### config.mk
export PLATFORM = sky130hd
export DESIGN_NAME = conv_encoder_k4
export DESIGN_NICKNAME = d
export VERILOG_FILES = /design/src/rtl/conv_encoder_k4_pkg.sv /design/src/rtl/conv_encoder_k4_core.sv /design/src/rtl/conv_encoder_k4.sv
export SDC_FILE = /design/constraint.sdc
export NUM_CORES = 1
export LEC_CHECK = 0
export CORE_ASPECT_RATIO = 0.8
export CORE_UTILIZATION = 44
export DETAILED_ROUTE_END_ITERATION = 8
export MAX_ROUTING_LAYER = met4
export PLACE_DENSITY = 0.75
export SLEW_MARGIN = 10
export SYNTH_ARGS = -nofsm -noshare
export SYNTH_HDL_FRONTEND = slang
export SYNTH_SLANG_ARGS = --single-unit
### constraint.sdc
create_clock -name clk -period 2.1 [get_ports clk]
set_input_delay 0.315 -clock clk [delete_from_list [all_inputs] [get_ports clk]]
set_output_delay 0.315 -clock clk [all_outputs]
set_load 0.01 [all_outputs]
### src/rtl/conv_encoder_k4_pkg.sv
// ============================================================================
// Module   : conv_encoder_k4_pkg
// Purpose  : Shared trellis constants and types for the K=4 rate-1/2 encoder
//            and the matching Viterbi decoder.
// Revision : 1.0 - initial release
// ============================================================================
`default_nettype none

package conv_encoder_k4_pkg;

    localparam int          K       = 4;
    localparam int          STATE_W = K - 1;
    localparam logic [K-1:0] G0     = 4'b1111;
    localparam logic [K-1:0] G1     = 4'b1101;
    localparam int          TAIL_W  = $clog2(K - 1);

    typedef logic [STATE_W-1:0] trellis_state_t;
    typedef logic [1:0]         code_pair_t;

    typedef enum logic [0:0] {
        RUN  = 1'b0,
        TAIL = 1'b1
    } enc_fsm_t;

endpackage

`default_nettype wire

### src/rtl/conv_encoder_k4_core.sv
// ============================================================================
// Module   : conv_enc_core
// Purpose  : Combinational trellis step (state, d) -> (code pair, next state).
// Revision : 1.0 - initial release
// ============================================================================
`default_nettype none

module conv_enc_core
    import conv_encoder_k4_pkg::*;
(
    input  trellis_state_t state,
    input  logic           d,
    output code_pair_t     pair,
    output trellis_state_t next_state
);

    // Register image: current bit in the MSB, oldest past bit in the LSB.
    logic [K-1:0] r;

    assign r          = {d, state};
    assign pair       = {^(r & G0), ^(r & G1)};
    assign next_state = {d, state[STATE_W-1:1]};

endmodule

`default_nettype wire

### src/rtl/conv_encoder_k4.sv
// ============================================================================
// Module   : conv_encoder_k4
// Purpose  : Framed rate-1/2 K=4 convolutional encoder with zero-tail flush.
// Revision : 1.0 - initial release
// ============================================================================
`default_nettype none

module conv_encoder_k4
    import conv_encoder_k4_pkg::*;
#(
    parameter int CNT_W = 16
) (
    input  logic             clk,
    input  logic             rst_n,
    input  logic             in_valid,
    output logic             in_ready,
    input  logic             in_bit,
    input  logic             in_last,
    output logic             out_valid,
    input  logic             out_ready,
    output logic [1:0]       out_pair,
    output logic             out_last,
    output logic             busy,
    output logic [CNT_W-1:0] frame_cnt
);

    localparam logic [TAIL_W-1:0] TAIL_LAST = TAIL_W'(K - 2);

    enc_fsm_t          fsm_q,       fsm_d;
    trellis_state_t    state_q,     state_d;
    logic [TAIL_W-1:0] tail_cnt_q,  tail_cnt_d;
    logic [CNT_W-1:0]  frame_cnt_q, frame_cnt_d;
    logic              out_valid_q, out_valid_d;
    logic              out_last_q,  out_last_d;
    code_pair_t        out_pair_q,  out_pair_d;

    logic              slot_free;
    logic              load_data;
    logic              load_tail;
    logic              tail_done;
    logic              core_d;
    code_pair_t        core_pair;
    trellis_state_t    core_next;

    assign slot_free = !out_valid_q | out_ready;
    assign in_ready  = (fsm_q == RUN) & slot_free & rst_n;
    assign load_data = in_valid & in_ready;
    assign load_tail = (fsm_q == TAIL) & slot_free;
    assign tail_done = load_tail & (tail_cnt_q == TAIL_LAST);

    // Tail beats feed zeros so the trellis drains back to state 000.
    assign core_d = (fsm_q == RUN) ? in_bit : 1'b0;

    conv_enc_core u_core (
        .state      (state_q),
        .d          (core_d),
        .pair       (core_pair),
        .next_state (core_next)
    );

    always_ff @(posedge clk or negedge rst_n) begin
        if (!rst_n) begin
            fsm_q       <= RUN;
            state_q     <= '0;
            tail_cnt_q  <= '0;
            frame_cnt_q <= '0;
            out_valid_q <= 1'b0;
            out_last_q  <= 1'b0;
            out_pair_q  <= '0;
        end else begin
            fsm_q       <= fsm_d;
            state_q     <= state_d;
            tail_cnt_q  <= tail_cnt_d;
            frame_cnt_q <= frame_cnt_d;
            out_valid_q <= out_valid_d;
            out_last_q  <= out_last_d;
            out_pair_q  <= out_pair_d;
        end
    end

    always_comb begin
        fsm_d = fsm_q;
        case (fsm_q)
            RUN:     if (load_data && in_last) fsm_d = TAIL;
            TAIL:    if (tail_done)            fsm_d = RUN;
            default:                           fsm_d = RUN;
        endcase
    end

    always_comb begin
        state_d     = state_q;
        tail_cnt_d  = tail_cnt_q;
        frame_cnt_d = frame_cnt_q + CNT_W'(tail_done);
        out_valid_d = out_valid_q;
        out_last_d  = out_last_q;
        out_pair_d  = out_pair_q;

        if (load_data || load_tail) begin
            state_d     = core_next;
            out_pair_d  = core_pair;
            out_valid_d = 1'b1;
            out_last_d  = tail_done;
        end else if (slot_free) begin
            out_valid_d = 1'b0;
            out_last_d  = 1'b0;
        end

        if (load_data && in_last) begin
            tail_cnt_d = '0;
        end else if (load_tail) begin
            tail_cnt_d = tail_cnt_q + TAIL_W'(1);
        end
    end

    assign out_valid = out_valid_q;
    assign out_pair  = out_pair_q;
    assign out_last  = out_last_q;
    assign busy      = (fsm_q == TAIL);
    assign frame_cnt = frame_cnt_q;

endmodule

`default_nettype wire

==> run summary <==
status = completed
Crit Reg-Reg Endpoint = frame_cnt[10]$_DFF_PN0_
root buf cell = clkbuf_4
Worst Reg-to-Reg Cells = 8
WS Path Type = reg2reg
vias in the first global route = 885
Initial Util = 47.8%
CP Cell Sequence = inv_1, ha_1, and3_1, ha_1, ha_1, inv_1, or4_4, xnor2_2
Worst Path Required = 2.33 ns
worst stage delay on the critical path = 0.54 ns
vias per cell = 5.15
synth unique cells = 28
Syn Nets = 109
Critical Path Start Type = flop
Max Cap Viol = 0
flops & latches, synth = 26
crit end category = flop
final setup fails = 0
Max rail drop VDD = 0.000684 V
initial drt markers = 15
Num CTS Buffers = 3
initial antenna violation count = 0
Crit Path Max Fanout = 3
Final Critical Period = 1.99 ns
post-route insts no fill = 178
Slew headroom = 73.5%
Worst Hold Class = in2async
fmax = 502 MHz
CP dominant cell by count = ha_1
core area = 2520 um^2
detailed-route DRC error count = 0
Post-Place Cells = 173
Fin Clk Skew = 0.00746 ns
Syn Inst Count = 99
Arr. time, crit path = 2.22 ns
dpl hpwl = 1830 um
Static Leak = 0.000785 uW
total congestion overflow = 0
Die Y = 48.8 um
CTS tree = yes
CP max stage cell = or4_4
final worst setup slack = 0.108 ns
dpl ws = -0.226 ns
first-pass GRT wire length = 4080 um
worst slew pin tran = 0.396 ns
ANT nets after route = 0
GRT Overall Usage = 19.1%
worst skew pair latency = 0.33 ns
Routed wire per std cell = 13.6 um
Routed WL = 2420 um
Synth warnings = 0
Antenna Cells = 0
I/O Buffers = 27
I/O pins = 28
Power per Cell Area = 1030 nW/um^2
clk slew on worst S/H paths = 0.14 ns
mapped cell area = 1200 um^2
share of cells above drive strength 1 = 17.6%
Synth Area per Inst = 12.2 um^2
Final Max Tran Viols = 0
largest net degree at the start of global routing = 17
final hold vios = 0
RePlAce Congestion = 0.783
Die Area = 2950 um^2
final worst-path cycle share = 94.9%
flop2flop setup slack = 0.11 ns
Layout Nets = 153
Vias = 916
row count = 16
Seq/Total Area, Yosys = 54.0%
CTS max path bufs = 2
H-tree Lvls = 1
unrepaired setup endpoints after global routing = false
first-pass detailed-route iteration total = 4
CTS hold repair buffers = 0
clock sink count = 26
Die X = 60.5 um
Area growth syn-to-layout = 38.5%
Reg-to-Reg Start = tail_cnt_q[0]$_DFFE_PN0P_
==> worst max-delay path: cells and delay by family (launching register included) <==
kind | cells | cell delay, ns
adders and majority gates | 3 | 0.50
buffers and inverters | 2 | 0.12
and+or+nand+nor | 2 | 0.73
DFF | 1 | 0.42
xor gates and xnor gates | 1 | 0.14
==> worst max path at each step <==
stage                                    startpoint                      end  slack [ns]  depth (start not counted)
after detailed placement                  out_ready  frame_cnt[14]$_DFF_PN0_       -0.23                          9
after floorplan               out_valid$_DFFE_PN0P_  frame_cnt[10]$_DFF_PN0_        0.06                          7
after global routing      tail_cnt_q[0]$_DFFE_PN0P_  frame_cnt[10]$_DFF_PN0_       0.005                          8
after CTS                 tail_cnt_q[0]$_DFFE_PN0P_  frame_cnt[14]$_DFF_PN0_        0.07                          9
final                     tail_cnt_q[0]$_DFFE_PN0P_  frame_cnt[10]$_DFF_PN0_        0.11                          8
after global placement                    out_ready  frame_cnt[14]$_DFF_PN0_       -0.21                          9
==> report_power, final <==
group	switching (uW)	total, uW	internal (uW)
Clock	150	343	193
Sequential	109	733	623
Combinational	250	638	387
Total	509	1710	1200
==> metrics by stage <==
step | power [uW] | TNS, ns | cell area [um^2] | hold slack (ns) | utilization (%)
6_report | 1710 | 0 | 1670 | 0.393 | 66.2
5_1_grt | 1830 | 0 | 1670 | 0.378 | 66.2
4_1_cts | 1720 | 0 | 1660 | 0.386 | 65.6
3_5_place_dp | 1370 | -0.665 | 1600 | 0.475 | 63.5
3_3_place_gp | 1340 | -0.525 | 1600 | 0.464 | 63.5
2_1_floorplan | 1060 | 0 | 1200 | 0.0194 | -
==> flip-flops by register name, indices dropped and copies added (netlist names) <==
register	cells
busy	1
frame_cnt	16
out_last	1
out_pair	2
out_valid	1
state_q	3
tail_cnt_q	2
==> cells in the final DEF (no fill, tap or decap) <==
cell	instances
and4_1	1
bufinv_16	1
o21ai_0	5
ha_1	4
nor2b_1	2
inv_1	4
or4_4	1
xnor3_1	1
nor2_1	3
nor4_1	4
mux2_2	4
nor4b_2	1
a21boi_0	1
and3_1	1
nor3b_1	1
nor3_1	2
a41oi_1	2
nand2_1	8
nand3_1	4
xnor2_2	2
dfrtp_1	26
buf_4	12
nand4_4	1
xnor2_1	7
a31oi_1	1
a21oi_1	1
clkdlybuf4s50_1	27
xor2_1	7
a21o_1	1
nand2b_1	1
nand4_1	3
clkbuf_4	3
==> cell usage after synthesis (all sizes together) <==
cell type  number  area (um^2)
and3            1         6.26
nand3           4         20.0
a31oi           1         6.26
nand2           8         30.0
nor4b           1         8.76
nand2b          1         6.26
o21ai           5         25.0
and4            1         8.76
nand4           4         40.0
inv             4         15.0
a41oi           2         17.5
a21boi          1         7.51
dfrtp          26          651
a21oi           1         5.00
a21o            1         7.51
or4             1         11.3
nor4            4         25.0
nor3b           1         7.51
xnor2           9         93.8
xor2            7         61.3
nor2b           2         12.5
mux2            4         45.0
nor3            2         10.0
xnor3           1         22.5
nor2            3         11.3
ha              4         50.1
==> metal layers <==
metal  part of all wire, %  routed length (um)  up-vias  track usage (%)
met1                    46                1110      456             26.0
met2                    49                1200       20             27.7
li1                      -                   -      434                -
met4                   1.7                  40        0             7.58
met3                   3.3                  81        6             4.51
met5                     0                   0        -                -
==> timing repair <==
item,in CTS,in global routing
setup endpoints to repair,0,2
setup buffers,0,1
gates resized for setup,0,1
==> layout make-up <==
cell class,count,area [um^2]
clock buffer,3,22.5
clock inverter,1,30.0
fill,205,853
inverter,4,15.0
multi-input combinational,69,546
sequential,26,651
tap,36,45.0
timing repair buffer,39,360
==> logic make-up after synthesis <==
| kind of cell | synth area share, % |
|---|---|
| multiplexers | 3.74 |
| AO/OA/AOI/OAI | 5.71 |
| buffers and inverters | 1.25 |
| XOR/XNOR | 14.7 |
| flip-flops | 54.0 |
| adder cells (fa/ha/maj) | 4.15 |
| AND/OR/NAND/NOR | 16.4 |
(Power assumes the default switching activity.)
